`src/rtl/apu_pkg.sv`:
```
// apu_pkg: shared sound ids, sequencer state encoding and the note half-period table.
package apu_pkg;

    typedef enum logic [1:0] {
        SID_NONE = 2'd0,
        SID_EAT  = 2'd1,
        SID_HIT  = 2'd2,
        SID_DIE  = 2'd3
    } sound_id_e;

    localparam logic [0:0] ST_IDLE = 1'b0;
    localparam logic [0:0] ST_PLAY = 1'b1;

    // Indexed by {sound_id, note}; 0 is a rest. Id 0 rows keep the idle output silent.
    localparam logic [15:0] HALF_TABLE [16] = '{
        16'd0,   16'd0,   16'd0,   16'd0,
        16'd100, 16'd80,  16'd0,   16'd60,
        16'd200, 16'd0,   16'd150, 16'd250,
        16'd300, 16'd400, 16'd500, 16'd600
    };

    function automatic logic [15:0] half_period(input logic [1:0] id, input logic [1:0] note);
        return HALF_TABLE[{id, note}];
    endfunction

endpackage

```
`src/rtl/apu_sequencer_if.sv`:
```
// apu_sequencer_if: request/frame inputs and audio/status outputs of the sequencer.
interface apu_sequencer_if;
    logic       frame_end;
    logic       eat_sound;
    logic       hit_sound;
    logic       die_sound;
    logic       sound;
    logic       busy;
    logic [1:0] sound_id;

    modport master (
        output frame_end, eat_sound, hit_sound, die_sound,
        input  sound, busy, sound_id
    );

    modport slave (
        input  frame_end, eat_sound, hit_sound, die_sound,
        output sound, busy, sound_id
    );
endinterface

```
`src/rtl/apu_tone_div.sv`:
```
// apu_tone_div: square-wave divider toggling every half_period clocks; 0 holds a rest.
// With APU_NOISE_EN an extra o_tick pulse marks each toggle.
module apu_tone_div #(
    parameter int W = 12
) (
    input  logic         clk,
    input  logic         rst_n,
    input  logic         i_load,
    input  logic [W-1:0] i_half_period,
`ifdef APU_NOISE_EN
    output logic         o_tick,
`endif
    output logic         o_sq
);
    logic [W-1:0] r_cnt;
    logic         r_sq;
    logic         w_rest;
    logic         w_zero;

    assign w_rest = i_half_period == '0;
    assign w_zero = r_cnt == '0;
    assign o_sq   = r_sq;

    // Counting half_period-1 down to 0 gives a toggle exactly every half_period clocks.
    always_ff @(posedge clk or negedge rst_n) begin
        if (!rst_n) begin
            r_cnt <= '0;
            r_sq  <= 1'b0;
        end else if (i_load || w_rest) begin
            r_cnt <= w_rest ? '0 : i_half_period - W'(1);
            r_sq  <= 1'b0;
        end else if (w_zero) begin
            r_cnt <= i_half_period - W'(1);
            r_sq  <= ~r_sq;
        end else begin
            r_cnt <= r_cnt - W'(1);
        end
    end

`ifdef APU_NOISE_EN
    assign o_tick = !i_load && !w_rest && w_zero;
`endif
endmodule

```
`src/rtl/apu_sequencer.sv`:
```
// apu_sequencer: prioritised 4-note sound effect player driven by frame_end.
// Define APU_NOISE_EN to gate die notes with a 15-bit LFSR noise bit.
module apu_sequencer
    import apu_pkg::*;
#(
    parameter int HALF_W      = 12,
    parameter int NOTE_FRAMES = 4
) (
    input logic            clk,
    input logic            rst_n,
    apu_sequencer_if.slave bus
);
    logic [0:0]        r_state;
    logic [1:0]        r_id;
    logic [1:0]        r_note;
    logic [3:0]        r_frames;
    logic [2:0]        r_req;
    logic [2:0]        r_armed;
    logic [2:0]        w_req;
    logic [2:0]        w_rise;
    logic [1:0]        w_new_id;
    logic              w_start;
    logic              w_frame;
    logic              w_note_end;
    logic              w_last;
    logic [0:0]        w_state_nx;
    logic [1:0]        w_id_nx;
    logic [1:0]        w_note_nx;
    logic [3:0]        w_frames_nx;
    logic              w_load;
    logic [HALF_W-1:0] w_hp;
    logic              w_sq;

    assign w_req = {bus.die_sound, bus.hit_sound, bus.eat_sound};
    // A request must be seen low after reset before its rise counts, so a held level cannot retrigger.
    assign w_rise   = w_req & ~r_req & r_armed;
    assign w_new_id = w_rise[2] ? SID_DIE : w_rise[1] ? SID_HIT : w_rise[0] ? SID_EAT : SID_NONE;
    assign w_start  = (w_new_id != SID_NONE) && (w_new_id >= r_id);

    assign w_frame    = (r_state == ST_PLAY) && bus.frame_end;
    assign w_note_end = w_frame && (r_frames == 4'(NOTE_FRAMES - 1));
    assign w_last     = w_note_end && (r_note == 2'd3);

    assign w_state_nx  = w_start ? ST_PLAY : w_last ? ST_IDLE : r_state;
    assign w_id_nx     = w_start ? w_new_id : w_last ? SID_NONE : r_id;
    assign w_note_nx   = w_start ? 2'd0 : w_note_end ? r_note + 2'd1 : r_note;
    assign w_frames_nx = (w_start || w_note_end) ? 4'd0 : w_frame ? r_frames + 4'd1 : r_frames;
    assign w_load      = w_start || w_note_end;
    assign w_hp        = HALF_W'(half_period(w_id_nx, w_note_nx));

    always_ff @(posedge clk or negedge rst_n) begin
        if (!rst_n) begin
            r_state  <= ST_IDLE;
            r_id     <= SID_NONE;
            r_note   <= 2'd0;
            r_frames <= 4'd0;
            r_req    <= 3'd0;
            r_armed  <= 3'd0;
        end else begin
            r_state  <= w_state_nx;
            r_id     <= w_id_nx;
            r_note   <= w_note_nx;
            r_frames <= w_frames_nx;
            r_req    <= w_req;
            r_armed  <= r_armed | ~w_req;
        end
    end

`ifdef APU_NOISE_EN
    logic        w_tick;
    logic [14:0] r_lfsr;

    apu_tone_div #(.W(HALF_W)) u_tone (
        .clk          (clk),
        .rst_n        (rst_n),
        .i_load       (w_load),
        .i_half_period(w_hp),
        .o_tick       (w_tick),
        .o_sq         (w_sq)
    );

    // x^15 + x^14 + 1, advanced once per tone toggle.
    always_ff @(posedge clk or negedge rst_n) begin
        if (!rst_n)
            r_lfsr <= 15'h0001;
        else if (w_tick)
            r_lfsr <= {r_lfsr[13:0], r_lfsr[14] ^ r_lfsr[13]};
    end

    assign bus.sound = (r_state == ST_PLAY) && w_sq && ((r_id != SID_DIE) || r_lfsr[0]);
`else
    apu_tone_div #(.W(HALF_W)) u_tone (
        .clk          (clk),
        .rst_n        (rst_n),
        .i_load       (w_load),
        .i_half_period(w_hp),
        .o_sq         (w_sq)
    );

    assign bus.sound = (r_state == ST_PLAY) && w_sq;
`endif

    assign bus.busy     = r_state == ST_PLAY;
    assign bus.sound_id = r_id;
endmodule

```
`src/flat_wrapper.sv`:
```
// flat-port wrapper written by rule: the top's interface ports become plain ports
module apu_sequencer_flat import apu_pkg::*;
#(
    parameter int HALF_W      = 12,
    parameter int NOTE_FRAMES = 4
)
  (clk, rst_n, bus_frame_end, bus_eat_sound, bus_hit_sound, bus_die_sound, bus_sound, bus_busy, bus_sound_id);
  apu_sequencer_if bus_i ();
  input logic clk;
  input logic rst_n;
  input wire logic [$bits(bus_i.frame_end)-1:0] bus_frame_end;
  input wire logic [$bits(bus_i.eat_sound)-1:0] bus_eat_sound;
  input wire logic [$bits(bus_i.hit_sound)-1:0] bus_hit_sound;
  input wire logic [$bits(bus_i.die_sound)-1:0] bus_die_sound;
  output wire logic [$bits(bus_i.sound)-1:0] bus_sound;
  output wire logic [$bits(bus_i.busy)-1:0] bus_busy;
  output wire logic [$bits(bus_i.sound_id)-1:0] bus_sound_id;
  assign bus_i.frame_end = bus_frame_end;
  assign bus_i.eat_sound = bus_eat_sound;
  assign bus_i.hit_sound = bus_hit_sound;
  assign bus_i.die_sound = bus_die_sound;
  assign bus_sound = bus_i.sound;
  assign bus_busy = bus_i.busy;
  assign bus_sound_id = bus_i.sound_id;
  apu_sequencer #(.HALF_W(HALF_W), .NOTE_FRAMES(NOTE_FRAMES)) u_core (.clk(clk), .rst_n(rst_n), .bus(bus_i));
endmodule
```
`config.mk`:
```
export PLATFORM = sky130hd
export DESIGN_NAME = apu_sequencer_flat
export DESIGN_NICKNAME = d
export VERILOG_FILES = /design/src/rtl/apu_pkg.sv /design/src/rtl/apu_sequencer_if.sv /design/src/rtl/apu_tone_div.sv /design/src/rtl/apu_sequencer.sv /design/src/flat_wrapper.sv
export SDC_FILE = /design/constraint.sdc
export NUM_CORES = 1
export LEC_CHECK = 0
export ABC_AREA = 0
export CORE_MARGIN = 3
export CORE_UTILIZATION = 30
export DETAILED_ROUTE_END_ITERATION = 10
export GPL_ROUTABILITY_DRIVEN = 0
export SLEW_MARGIN = 20
export SYNTH_ARGS = -nofsm -noshare
export SYNTH_HDL_FRONTEND = slang
export SYNTH_SLANG_ARGS = --single-unit
```
`constraint.sdc`:
```
create_clock -name clk -period 9 [get_ports clk]
set_input_delay 2.25 -clock clk [delete_from_list [all_inputs] [get_ports clk]]
set_output_delay 2.25 -clock clk [all_outputs]
set_load 0.005 [all_outputs]
```
**Word level (Yosys, flattened, before mapping)**

Memories as Yosys holds them, arrays and structs flattened.
Index checks and enable logic that the tools add are counted.

- Add/subtract/negate cells: 4
- Order comparisons: 2
- Equal/unequal tests: 2
- Multiplexer cells: 18
- Bitwise operators: 7
- Reduce and logical (&&, ||, !) cells: 13

Operators with widths:

| cell | count |
|---|---|
| $mux W12 | 5 |
| $logic_not A12 Y1 | 2 |
| $sub A12 B1 Y12 const B | 2 |
| $mux W2 | 6 |
| $mux W4 | 2 |
| $reduce_bool A2 Y1 | 4 |
| $and A3 B3 Y3 | 2 |
| $not A3 Y3 | 2 |
| $ge A5 B5 Y1 const B | 1 |
| $logic_and A1 B1 Y1 | 5 |
| $mux W1 | 5 |
| $not A4 Y5 | 1 |
| $add A4 B1 Y4 const B | 1 |
| $eq A4 B2 Y1 const B | 1 |
| $or A3 B3 Y3 | 1 |
| $add A2 B1 Y2 const B | 1 |
| $eq A2 B2 Y1 const B | 1 |
| $ge A2 B2 Y1 | 1 |
| $logic_or A1 B1 Y1 | 2 |
| $not A1 Y1 | 1 |

- Register bits: 28
- Bits in read-only memories: 256
- Input bits: 6
- Output and inout bits: 4
- Word-level logic and storage cells: 55
- Memories: 1

Memory list:

| memory | words | width | rd ports | clocked after memory_dff | write ports | RTL line | source |
|---|---|---|---|---|---|---|---|
| (no name shown) | 16 | 16 | 1 | 0 | 0 | apu_pkg.sv:23 | `return HALF_TABLE[{id, note}];` |

**Depth between registers and ports, before layout**

Gate-level depths: netlist of run 1.

- Word-level depth: 16
- Mapped depth: 15
- Mapped depth without buffers: 14

**Modules after synthesis**

From an unflattened synthesis of run 1, not the netlist that was laid out.

- Cell total of the unflattened synthesis: 196
- Area, all modules: 1,939.4 µm²

Modules (own cells, without submodules):

| module | instances | cells an instance | area an instance (µm²) | sequential area each (µm²) |
|---|---|---|---|---|
| apu_tone_div | 1 | 103 | 977.2 | 325.3 |
| apu_sequencer | 1 | 93 | 962.2 | 375.4 |

**Worst setup path before layout of run 1**

OpenSTA, ideal clock, no wires.

- Path type: in2reg
- Start: input port bus_eat_sound
- End: register u_core.u_tone.r_cnt[5]
- Setup time: 0.087 ns
- Arrival: 5.308 ns
- Data required time: 8.913 ns
- Path slack: 3.605 ns
- Cell stages on the path: 14
- Buffers on the path: 0
- Cell sequence: and3b_1 -> a21boi_1 -> ha_1 -> nand2b_1 -> a21o_1 -> a22oi_2 -> inv_1 -> ha_1 -> a211oi_1 -> a21oi_1 -> ha_1 -> and2b_4 -> xor2_1 -> a211oi_2

- Longest elaborated chain between the ends: 15
- Elaborated cells on any way between the ends: 21
- Classes of those cells: add/sub (1); order compare (1); mux (10); bitwise (3); reduce/logical (5); memory (1)

RTL lines:

| element | RTL line | source |
|---|---|---|
| start, declared | flat_wrapper.sv:12 | `input wire logic [$bits(bus_i.eat_sound)-1:0] bus_eat_sound;` |
| $and A3 B3 Y3 * (2 in a row) | apu_sequencer.sv:36 | `assign w_rise = w_req & ~r_req & r_armed;` |
| $mux W1 * | apu_sequencer.sv:37 | `assign w_new_id = w_rise[2] ? SID_DIE : w_rise[1] ? SID_HIT : w_rise[0] ? SID_EAT : SID_NONE;` |
| $mux W2 * (2 in a row) | apu_sequencer.sv:37 |  |
| $ge A2 B2 Y1 / $reduce_bool A2 Y1 (equally long branches) | apu_sequencer.sv:38 | `assign w_start = (w_new_id != SID_NONE) && (w_new_id >= r_id);` |
| $logic_and A1 B1 Y1 * | apu_sequencer.sv:38 |  |
| $mux W2 * | apu_sequencer.sv:46 | `assign w_note_nx = w_start ? 2'd0 : w_note_end ? r_note + 2'd1 : r_note;` |
| net u_core.w_note_nx[1] | apu_sequencer.sv:28 | `logic [1:0] w_note_nx;` |
| $not A4 Y5 (implied by the code) * | apu_pkg.sv:23 |  |
| $mem_v2 Z16 W16 * | -- |  |
| $mux W12 (implied by the code) * (2 in a row) | apu_pkg.sv:23 |  |
| $sub A12 B1 Y12 / $logic_not A12 Y1 (equally long branches) | apu_tone_div.sv:30, apu_tone_div.sv:33, apu_tone_div.sv:20 |  |
| $mux W12 (tied with other cells) | apu_tone_div.sv:32 | `end else if (w_zero) begin` |
| $mux W12 * | apu_tone_div.sv:29 | `end else if (i_load \|\| w_rest) begin` |
| end signal, assigned | apu_tone_div.sv:30 | `r_cnt <= w_rest ? '0 : i_half_period - W'(1);` |
| end signal, assigned | apu_tone_div.sv:33 | `r_cnt <= i_half_period - W'(1);` |
| end signal, assigned | apu_tone_div.sv:36 | `r_cnt <= r_cnt - W'(1);` |
| end, declared | apu_tone_div.sv:15 | `logic [W-1:0] r_cnt;` |

The timed path passes the listed nets; every way through them passes the cells marked *. The select of a mux whose other input is x is not followed.
A chain may end at the register's enable or synchronous reset.

**Worst setup path in the final report of run 1**

- Start: input port bus_hit_sound
- End: register u_core.u_tone.r_cnt[5]

- Longest elaborated chain between the ends: 14
- Elaborated cells on any way between the ends: 20
- Classes of those cells: add/sub (1); order compare (1); mux (9); bitwise (3); reduce/logical (5); memory (1)

RTL lines:

| element | RTL line | source |
|---|---|---|
| start, declared | flat_wrapper.sv:13 | `input wire logic [$bits(bus_i.hit_sound)-1:0] bus_hit_sound;` |
| $and A3 B3 Y3 * (2 in a row) | apu_sequencer.sv:36 |  |
| $mux W2 * (2 in a row) | apu_sequencer.sv:37 |  |
| $ge A2 B2 Y1 / $reduce_bool A2 Y1 (equally long branches) | apu_sequencer.sv:38 |  |
| $logic_and A1 B1 Y1 * | apu_sequencer.sv:38 |  |
| $mux W2 * | apu_sequencer.sv:46 |  |
| net u_core.w_note_nx[1] | apu_sequencer.sv:28 |  |
| $not A4 Y5 (implied by the code) * | apu_pkg.sv:23 |  |
| $mem_v2 Z16 W16 * | -- |  |
| $mux W12 (implied by the code) * (2 in a row) | apu_pkg.sv:23 |  |
| $sub A12 B1 Y12 / $logic_not A12 Y1 (equally long branches) | apu_tone_div.sv:30, apu_tone_div.sv:33, apu_tone_div.sv:20 |  |
| $mux W12 (tied with other cells) | apu_tone_div.sv:32 |  |
| $mux W12 * | apu_tone_div.sv:29 |  |

Marked as above.

==> results of run 1 <==
-- cells in the final DEF (no fill, tap or decap), types with 3 or more instances in the layout --
| master | count |
|---|---|
| a211oi_2 | 7 |
| a21oi_1 | 10 |
| a22oi_1 | 3 |
| clkbuf_8 | 3 |
| clkdlybuf4s50_1 | 9 |
| dfrtp_1 | 28 |
| ha_1 | 13 |
| inv_1 | 7 |
| nand2_1 | 11 |
| nand2b_1 | 6 |
| nand3_1 | 8 |
| nand3b_1 | 3 |
| nor2_1 | 15 |
| nor3_1 | 4 |
| o21ai_0 | 6 |
| o31ai_1 | 3 |
| xnor2_1 | 5 |
| xor2_1 | 10 |
-- power by group through the flow --
stage	clock network (mW)	logic [mW]	registers, mW
5_1_grt	0.110	0.486	0.210
3_5_place_dp	0	0.430	0.207
2_1_floorplan	0	0.356	0.198
4_1_cts	0.104	0.433	0.204
3_3_place_gp	0	0.432	0.206
6_report	0.100	0.429	0.205
-- registers in the layout (all words and copies together) (netlist names) --
name and count:
u_core.r_note 2, u_core.r_frames 4, u_core.r_armed 3, u_core.u_tone.o_sq 1, u_core.bus.busy 1, u_core.u_tone.r_cnt 12
u_core.bus.sound_id 2, u_core.r_req 3
-- routing by layer --
| metal | part of all wire, % | wire (um) | GRT usage (%) |
|---|---|---|---|
| met5 | 0 | 0 | 0 |
| met4 | 1.7 | 70 | 4.463 |
| met3 | 1.9 | 80 | 1.599 |
| met2 | 45 | 1877 | 19.45 |
| met1 | 51 | 2100 | 16.81 |
-- layout make-up --
class,count,area (um^2)
clock inverter,1,30.03
tap,77,96.34
clock buffer,3,41.29
timing repair buffer,10,97.59
inverter,9,36.28
sequential,28,700.7
fill,662,4148
multi-input combinational,160,1236
-- per-stage QoR --
stage          instances  util [%]
2_1_floorplan        201         -
3_3_place_gp         284     33.93
3_5_place_dp         284     33.93
4_1_cts              288     35.05
5_1_grt              288     35.05
6_report             288     35.05
-- kinds of logic after synthesis --
kind of cell	synth area share (%)
AND/OR/NAND/NOR	23.78
AO/OA/AOI/OAI	23.34
flip-flops	35.04
XOR/XNOR	6.570
buffers and inverters	3.129
adder cells (fa/ha/maj)	8.135
-- worst min path at each step --
| stage | cells after the start | end | start | slack (ns) |
|---|---|---|---|---|
| after floorplan | 1 | u_core.r_armed[1] | u_core.r_armed[1] | 0.44 |
| after CTS | 1 | u_core.u_tone.r_cnt[0] | u_core.u_tone.r_cnt[0] | 0.49 |
| after global routing | 1 | u_core.u_tone.r_cnt[0] | u_core.u_tone.r_cnt[0] | 0.50 |
| final | 1 | u_core.u_tone.r_cnt[0] | u_core.u_tone.r_cnt[0] | 0.48 |
| after detailed placement | 1 | u_core.r_armed[1] | u_core.r_armed[1] | 0.46 |
| after global placement | 1 | u_core.r_armed[1] | u_core.r_armed[1] | 0.46 |
==> flow_summary_export.csv, run 1 <==
group,metric,value,unit
status,outcome,"finished clean",
pwr,clock_power_share,13.6,%
die,die_w,87.64,um
sta,layout_setup_ws,3.065,ns
final_layout,fin_nets,231,
sta,max_freq,168.5,MHz
worst_setup_path,cpMostUsedCell,"ha_1",
synthesis,yosys.area.top_type_share,35.04,%
synthesis,yosys_most_used_dff,"dfrtp_1",
pwr,p_int,405.0,uW
worst_setup_path,crit_path_cell_trace,"clkdlybuf4s50_1, nand3b_1, a21boi_1, ha_1, nand2b_1, a21o_1, a22oi_2, inv_1, ha_1, a211oi_1, a21oi_1, ha_1, and2b_4, xor2_1, a211oi_2",
die,row_count,29,
synthesis,yosys-top-cells-count,"dfrtp_1, nor2_1, ha_1",
synthesis,synth_cell_types,63,
pwr,total_power,734.3,uW
worst_setup_path,cp_max_fo,8,
synthesis,yosys_warnings,0,
cts,cts_setup_buffers,0,
detailed_routing,drtPass1Iterations,4,
die,io_pins,10,
synthesis,synth-seq-cells,28,
cts,ctsResizeCount,0,
die,die_h,87.64,um
worst_setup_path,crit_type,"input pin to flop",
global_route,grt_pass1_wl,7555,um
sta,rsz0062_at_grt,"no",
pwr,seqPwrFrac,27.9,%
pwr,power.switching,329.3,uW
worst_setup_path,cp.buffers_inverters,2,
sta,hold-worst-slack,0.4842,ns
cts,cts_sinks,28,
synthesis,synth_cells,201,
global_route,antenna_found_initial,0,
cts,clk_pin_slew,0.10,ns
worst_setup_path,ff2ff_path_depth,14,
worst_setup_path,cp.required,9.20,ns
worst_setup_path,critPathLaunch,"bus_hit_sound",
sta,worstMarginPinSlew,0.8118,ns
die,dieArea,7680,um^2
placed_design,place.port_buffers,9,
worst_setup_path,cp.depth,15,
cts,hold_buffers,0,
detailed_routing,postRouteAntennaNets,0,
sta,hold_viol,0,
sta,fin_crit_sh,65.94,%
detailed_routing,drt_iter0_markers,89,
synthesis,synth_edf_count,0,
synthesis,synth_most_common_cell,"dfrtp_1",
synthesis,seq_area_frac_synth,35.04,%
synthesis,yosys-top-cells-area,"dfrtp_1, ha_1, a211oi_2",
pwr,pwr-share-comb,58.4,%
flow_run,drv_cap,0,
pwr,p_leak,0.9037,nW
global_route,grt_pass1_vias,1574,
placed_design,preCtsSetupSlack,2.788,ns
global_route,grt_overflow,0,
pwr,switching_share,44.84,%
cts,cts.htree.levels,1,
detailed_routing,drc_errors,0,
sta,final.setup.tns,0,ns
sta,setup_viol,0,
worst_setup_path,r2r_end,"u_core.u_tone.r_cnt[5]",
placed_design,hpwl,3111,um
synthesis,syn_area_per_cell,9.947,um^2
global_route,grt_max_degree,29,
worst_setup_path,rrSetupSlack,5.11,ns
worst_setup_path,r2r-start,"u_core.r_req[1]",
cts,ctsRootBufferMaster,"clkbuf_8",
detailed_routing,vias_per_cell,5.288,
placed_design,dpl_cell_area,2167,um^2
detailed_routing,drt-wirelength-per-cell,14.33,um
detailed_routing,drt_wl_total,4127,um
pwr,power_density,328.0,nW/um^2
worst_setup_path,cpPeakStageDelay,0.50,ns
cts,max-clock-path-buffers,2,
final_layout,antenna_cells,0,
synthesis,netlist_area,1999,um^2
min_path,hold_path_class,"flop to flop",
final_layout,areaGrowthSynthToFinish,11.95,%
worst_setup_path,worst_setup_path_end_kind,"flop",
synthesis,synthArstFlopShare,100.0,%
die,core_area,6386,um^2
global_route,gr-usage-all-layers,12.18,%
cts,tritoncts,"done",
worst_setup_path,path_delay_family,"compound AO/OA/AOI/OAI gates",
pwr,ir_drop,0.0001190,V
worst_setup_path,slowest_stage,"clkdlybuf4s50_1",
cts,clk_latency,0.28,ns
sta,max-slew-margin-rel,45.77,%
worst_setup_path,cp-start-kind,"input pin",
die,initial_utilization,31.31,%
final_layout,postLayoutCellArea,2238,um^2
sta,clock_skew,0.001712,ns
sta,drv_slew,0,
synthesis,synth_top_cell_by_area,"dfrtp_1",
detailed_routing,via_count,1523,
worst_setup_path,critPathCapture,"u_core.u_tone.r_cnt[5]",
cts,numCtsBuffers,3,
final_layout,layout-drive-gt1-share,16.59,%
synthesis,syn_nets,220,
sta,post-route-min-period,5.935,ns
worst_setup_path,cp.arrival,6.14,ns
Note: power is estimated with default switching activity, not from simulation.
==> run 2: changes to the inputs <==
==> constraint.sdc (replaced) <==
create_clock -name clk -period 6.13 [get_ports clk]
set_input_delay 1.5325 -clock clk [delete_from_list [all_inputs] [get_ports clk]]
set_output_delay 1.5325 -clock clk [all_outputs]
set_load 0.005 [all_outputs]
==> run 2 against run 1 <==
Effect of this change: worst setup slack worse by 2.2 ns; via count is 0.79% lower; routed wire length is 0.19% higher; clock skew hardly changed; critical endpoint unchanged; largest cell class unchanged; largest power group unchanged.
==> flow_summary_export.csv, run 2 (same netlist as run 1, synthesis figures left out) <==
group,metric,value,unit
final_layout,reg_top3,"u_core.u_tone.r_cnt: 12 flops, u_core.r_frames: 4 flops",
final_layout,layout-drive-gt1-share,16.59,%
detailed_routing,drt-wirelength-per-cell,14.36,um
detailed_routing,drc_errors,0,
die,row_count,29,
cts,cts.htree.levels,1,
sta,post-route-min-period,5.222,ns
worst_setup_path,rrSetupSlack,2.24,ns
global_route,grt_pass1_vias,1570,
pwr,pwr-share-comb,58.5,%
detailed_routing,drt_wl_total,4135,um
sta,max_freq,191.5,MHz
pwr,p_leak,0.9037,nW
final_layout,most-common-layout-cells,"dfrtp_1, nor2_1, ha_1",
final_layout,largest_reg_flops,12,
worst_setup_path,cp.arrival,5.43,ns
detailed_routing,drt_iter0_markers,90,
final_layout,seq_area,700.7,um^2
die,initial_utilization,31.31,%
pwr,power.switching,483.9,uW
final_layout,postLayoutCellArea,2238,um^2
final_layout,antenna_cells,0,
global_route,grt_max_degree,29,
final_layout,n_fill_cell,658,
die,die_w,87.64,um
pwr,clock_power_share,13.6,%
worst_setup_path,cp-start-kind,"input pin",
final_layout,areaGrowthSynthToFinish,11.95,%
sta,rsz0062_at_grt,"no",
cts,numCtsBuffers,3,
cts,tritoncts,"done",
cts,clk_latency,0.28,ns
die,dieArea,7680,um^2
sta,drv_slew,0,
cts,hold_buffers,0,
cts,ctsRootBufferMaster,"clkbuf_8",
pwr,power_density,481.8,nW/um^2
global_route,grt_overflow,0,
cts,ctsResizeCount,0,
worst_setup_path,cp.required,6.33,ns
placed_design,place.port_buffers,9,
global_route,antenna_found_initial,0,
placed_design,dpl_cell_area,2167,um^2
final_layout,top_register,"u_core.u_tone.r_cnt",
global_route,grt_pass1_wl,7569,um
final_layout,multi_input_area,1236,um^2
detailed_routing,via_count,1511,
placed_design,hpwl,3109,um
status,outcome,"finished clean",
placed_design,preCtsSetupSlack,0.6351,ns
final_layout,final_common_cell,"dfrtp_1",
detailed_routing,vias_per_cell,5.247,
sta,fin_crit_sh,85.19,%
pwr,total_power,1.078,mW
die,core_area,6386,um^2
cts,cts_sinks,28,
sta,hold_viol,0,
pwr,p_int,594.6,uW
sta,worstMarginPinSlew,0.8176,ns
global_route,gr-usage-all-layers,12.22,%
cts,cts_setup_buffers,0,
cts,max-clock-path-buffers,2,
die,io_pins,10,
pwr,switching_share,44.87,%
final_layout,fin_nets,231,
cts,clk_pin_slew,0.10,ns
worst_setup_path,worst_setup_path_end_kind,"flop",
pwr,ir_drop,0.0001745,V
min_path,hold_path_class,"flop to flop",
pwr,seqPwrFrac,27.9,%
sta,setup_viol,0,
flow_run,drv_cap,0,
sta,clock_skew,0.001586,ns
sta,layout_setup_ws,0.9079,ns
detailed_routing,postRouteAntennaNets,0,
die,die_h,87.64,um
worst_setup_path,crit_type,"input pin to flop",
worst_setup_path,cp_max_fo,8,
sta,max-slew-margin-rel,45.38,%
detailed_routing,drtPass1Iterations,5,
sta,final.setup.tns,0,ns
-- run 2: path summary, 6_finish.rpt --
kind | start | endpoint | cells past startpoint
max | bus_hit_sound | u_core.u_tone.r_cnt[5] | 15
min | u_core.u_tone.r_cnt[0] | u_core.u_tone.r_cnt[0] | 1
max reg2reg | u_core.r_req[1] | u_core.u_tone.r_cnt[5] | 14
min reg2reg | u_core.u_tone.r_cnt[0] | u_core.u_tone.r_cnt[0] | 1
max in group asynchronous | rst_n | u_core.bus.sound_id[0] | 2
min in group asynchronous | rst_n | u_core.u_tone.r_cnt[10] | 2
-- run 2: power groups by stage --
| stage | sequential, mW | combinational, mW | clock (mW) |
|---|---|---|---|
| 6_report | 0.301 | 0.631 | 0.147 |
| 2_1_floorplan | 0.291 | 0.522 | 0 |
| 5_1_grt | 0.309 | 0.713 | 0.161 |
| 3_5_place_dp | 0.304 | 0.632 | 0 |
| 3_3_place_gp | 0.303 | 0.634 | 0 |
| 4_1_cts | 0.300 | 0.635 | 0.153 |
-- run 2: critical path: stages --
cell	delay (ns)
clkdlybuf4s50_1	0.50
nand3b_1	0.16
a21boi_1	0.25
ha_1	0.26
nand2b_1	0.15
a21o_1	0.26
a22oi_2	0.39
inv_1	0.18
ha_1	0.39
a211oi_1	0.40
a21oi_1	0.12
ha_1	0.25
and2b_4	0.19
xor2_1	0.17
a211oi_2	0.21
-- run 2: through the flow --
step,cells,hold WS [ns],utilization [%]
floorplan,201,0.4351,-
global placement,284,0.4598,33.93
detailed placement,284,0.4581,33.93
CTS,288,0.4866,35.05
global route,288,0.5012,35.05
finish,288,0.4842,35.05
-- run 2: layout make-up --
cell class	count	share of cell area, %
Clock buffer	3	1.845
Clock inverter	1	1.342
Inverter	9	1.621
Multi-Input combinational cell	160	55.23
Sequential cell	28	31.30
Tap cell	77	4.304
Timing Repair Buffer	10	4.360
-- run 2: metal layers --
metal / track usage (%) / routed length (um) / up-vias / share of wire, %
met5: 0 / 0 / - / 0
li1: - / - / 765 / -
met1: 16.98 / 2108 / 721 / 51
met4: 4.463 / 72 / 0 / 1.7
met2: 19.38 / 1877 / 20 / 45
met3: 1.599 / 76 / 5 / 1.8
==> run 3: changes to the inputs <==
--- a/config.mk
+++ b/config.mk
@@ -6,10 +6,13 @@
 export NUM_CORES = 1
 export LEC_CHECK = 0
 export ABC_AREA = 0
+export CELL_PAD_IN_SITES_DETAIL_PLACEMENT = 1
+export CELL_PAD_IN_SITES_GLOBAL_PLACEMENT = 2
 export CORE_MARGIN = 3
-export CORE_UTILIZATION = 30
+export CORE_UTILIZATION = 39
 export DETAILED_ROUTE_END_ITERATION = 10
 export GPL_ROUTABILITY_DRIVEN = 0
+export PLACE_DENSITY_LB_ADDON = 0.1
 export SLEW_MARGIN = 20
 export SYNTH_ARGS = -nofsm -noshare
 export SYNTH_HDL_FRONTEND = slang
==> run 3 against run 2 <==
Effect of this change: clock power barely moved; clock skew rose by 0.0065 ns; non-clock buffer count rose by 1; total power rose by 4.2%; sequential share of layout area rose by 0.070 points; combinational power rose by 6.7%; routed wire length rose by 18%; die area fell by 22%; hold slack improved by 0.00085 ns; core utilization rose by 11 points; critical endpoint unchanged.
==> flow_summary_export.csv, run 3 (same netlist as run 1, synthesis figures left out) <==
group,metric,value,unit
detailed_routing,drt_iter0_markers,79,
final_layout,final_common_cell,"dfrtp_1",
cts,cts_setup_buffers,0,
final_layout,n_fill_cell,564,
worst_setup_path,cpPeakStageDelay,0.50,ns
die,dieArea,6022,um^2
cts,clk_latency,0.28,ns
flow_run,drv_cap,0,
sta,layout_setup_ws,0.7194,ns
worst_setup_path,crit_path_cell_trace,"clkdlybuf4s50_1, nand3b_1, a21boi_1, ha_1, nand2b_1, a21o_1, a22oi_2, inv_1, ha_1, a211oi_1, a21oi_1, ha_1, and2b_4, xor2_1, a211oi_2",
worst_setup_path,ff2ff_path_depth,14,
cts,tritoncts,"done",
worst_setup_path,cpMostUsedCell,"ha_1",
sta,worstMarginPinSlew,0.6335,ns
pwr,power_density,503.2,nW/um^2
worst_setup_path,cp.required,6.33,ns
min_path,hold_path_end,"u_core.r_armed[1]",
worst_setup_path,cp_max_fo,8,
sta,rsz0062_at_grt,"no",
cts,max-clock-path-buffers,2,
detailed_routing,vias_per_cell,5.728,
cts,ctsRootBufferMaster,"clkbuf_8",
sta,max-slew-margin-rel,57.48,%
final_layout,seq_area,700.7,um^2
final_layout,top_register,"u_core.u_tone.r_cnt",
sta,post-route-min-period,5.411,ns
placed_design,preCtsSetupSlack,0.4838,ns
final_layout,most-common-layout-cells,"dfrtp_1, nor2_1, ha_1",
sta,max_freq,184.8,MHz
die,io_pins,10,
pwr,p_leak,0.9083,nW
worst_setup_path,rrSetupSlack,2.05,ns
worst_setup_path,worst_setup_path_end_kind,"flop",
final_layout,layout-drive-gt1-share,16.98,%
global_route,grt_pass1_wl,8673,um
final_layout,reg_top3,"u_core.u_tone.r_cnt: 12 flops, u_core.r_frames: 4 flops",
cts,hold_buffers,0,
global_route,antenna_found_initial,0,
detailed_routing,via_count,1598,
worst_setup_path,crit_type,"input pin to flop",
worst_setup_path,cp-start-kind,"input pin",
cts,numCtsBuffers,3,
die,die_h,77.60,um
final_layout,multi_input_area,1236,um^2
global_route,grt_max_degree,29,
sta,drv_slew,0,
worst_setup_path,r2r_end,"u_core.u_tone.r_cnt[5]",
sta,clock_skew,0.008131,ns
final_layout,areaGrowthSynthToFinish,11.70,%
cts,cts_sinks,28,
min_path,hold_path_class,"flop to flop",
die,row_count,25,
worst_setup_path,r2r-start,"u_core.r_req[1]",
final_layout,antenna_cells,0,
status,outcome,"finished clean",
placed_design,place.port_buffers,9,
worst_setup_path,cp.arrival,5.61,ns
global_route,grt_overflow,0,
cts,clk_pin_slew,0.11,ns
placed_design,hpwl,3827,um
detailed_routing,drt_wl_total,4890,um
detailed_routing,drtPass1Iterations,4,
sta,fin_crit_sh,88.26,%
min_path,worstHoldPathCells,1,
worst_setup_path,path_delay_family,"compound AO/OA/AOI/OAI gates",
cts,ctsResizeCount,0,
global_route,gr-usage-all-layers,17.75,%
worst_setup_path,critPathLaunch,"bus_hit_sound",
final_layout,largest_reg_flops,12,
sta,hold_viol,0,
cts,cts.htree.levels,1,
sta,setup_viol,0,
sta,final.setup.tns,0,ns
die,core_area,4848,um^2
worst_setup_path,cp.buffers_inverters,2,
detailed_routing,postRouteAntennaNets,0,
final_layout,fin_nets,232,
detailed_routing,drc_errors,0,
die,die_w,77.60,um
worst_setup_path,slowest_stage,"clkdlybuf4s50_1",
min_path,min_from,"u_core.r_armed[1]",
die,initial_utilization,41.24,%
global_route,grt_pass1_vias,1690,
pwr,ir_drop,0.0002239,V
detailed_routing,drt-wirelength-per-cell,17.53,um
-- run 3: final cells by class --
class                      instances  area share [%]
sequential                        28           31.37
clock buffer                       3           1.849
tap                               67           3.754
timing repair buffer              11           4.706
multi-input combinational        160           55.35
inverter                           9           1.625
clock inverter                     1           1.345
-- run 3: power breakdown --
part | internal, mW | switching [mW] | leakage, nW
sequential | 0.245 | 0.0563 | 0.330
combinational | 0.268 | 0.405 | 0.543
clock | 0.0875 | 0.0615 | 0.0357
total | 0.601 | 0.523 | 0.908
-- run 3: per-layer routing --
layer | share of wire, % | global-route usage (%) | routed length [um] | vias to the layer above
li1 | - | - | - | 760
met1 | 51 | 25.98 | 2480 | 818
met2 | 47 | 28.17 | 2276 | 16
met3 | 1.8 | 1.624 | 89 | 4
met4 | 0.88 | 4.093 | 43 | 0
met5 | 0 | 0 | 0 | -
-- run 3: worst max path at each step --
stage	to	slack, ns	cells past startpoint
finish	u_core.u_tone.r_cnt[5]	0.72	15
global route	u_core.u_tone.r_cnt[5]	0.38	15
CTS	u_core.u_tone.r_cnt[5]	0.78	15
detailed placement	u_core.u_tone.r_cnt[5]	0.48	15
global placement	u_core.u_tone.r_cnt[5]	0.75	15
floorplan	u_core.u_tone.r_cnt[5]	1.45	14
-- run 3: through the flow --
| stage | total power, mW | util [%] | cell area (um^2) | instances | hold slack (ns) |
|---|---|---|---|---|---|
| floorplan | 0.8138 | - | 1999 | 201 | 0.4351 |
| global placement | 0.9441 | 44.59 | 2162 | 275 | 0.4534 |
| detailed placement | 0.9762 | 44.59 | 2162 | 275 | 0.4601 |
| CTS | 1.128 | 46.06 | 2233 | 279 | 0.4865 |
| global route | 1.218 | 46.06 | 2233 | 279 | 0.5098 |
| finish | 1.124 | 46.06 | 2233 | 279 | 0.4850 |
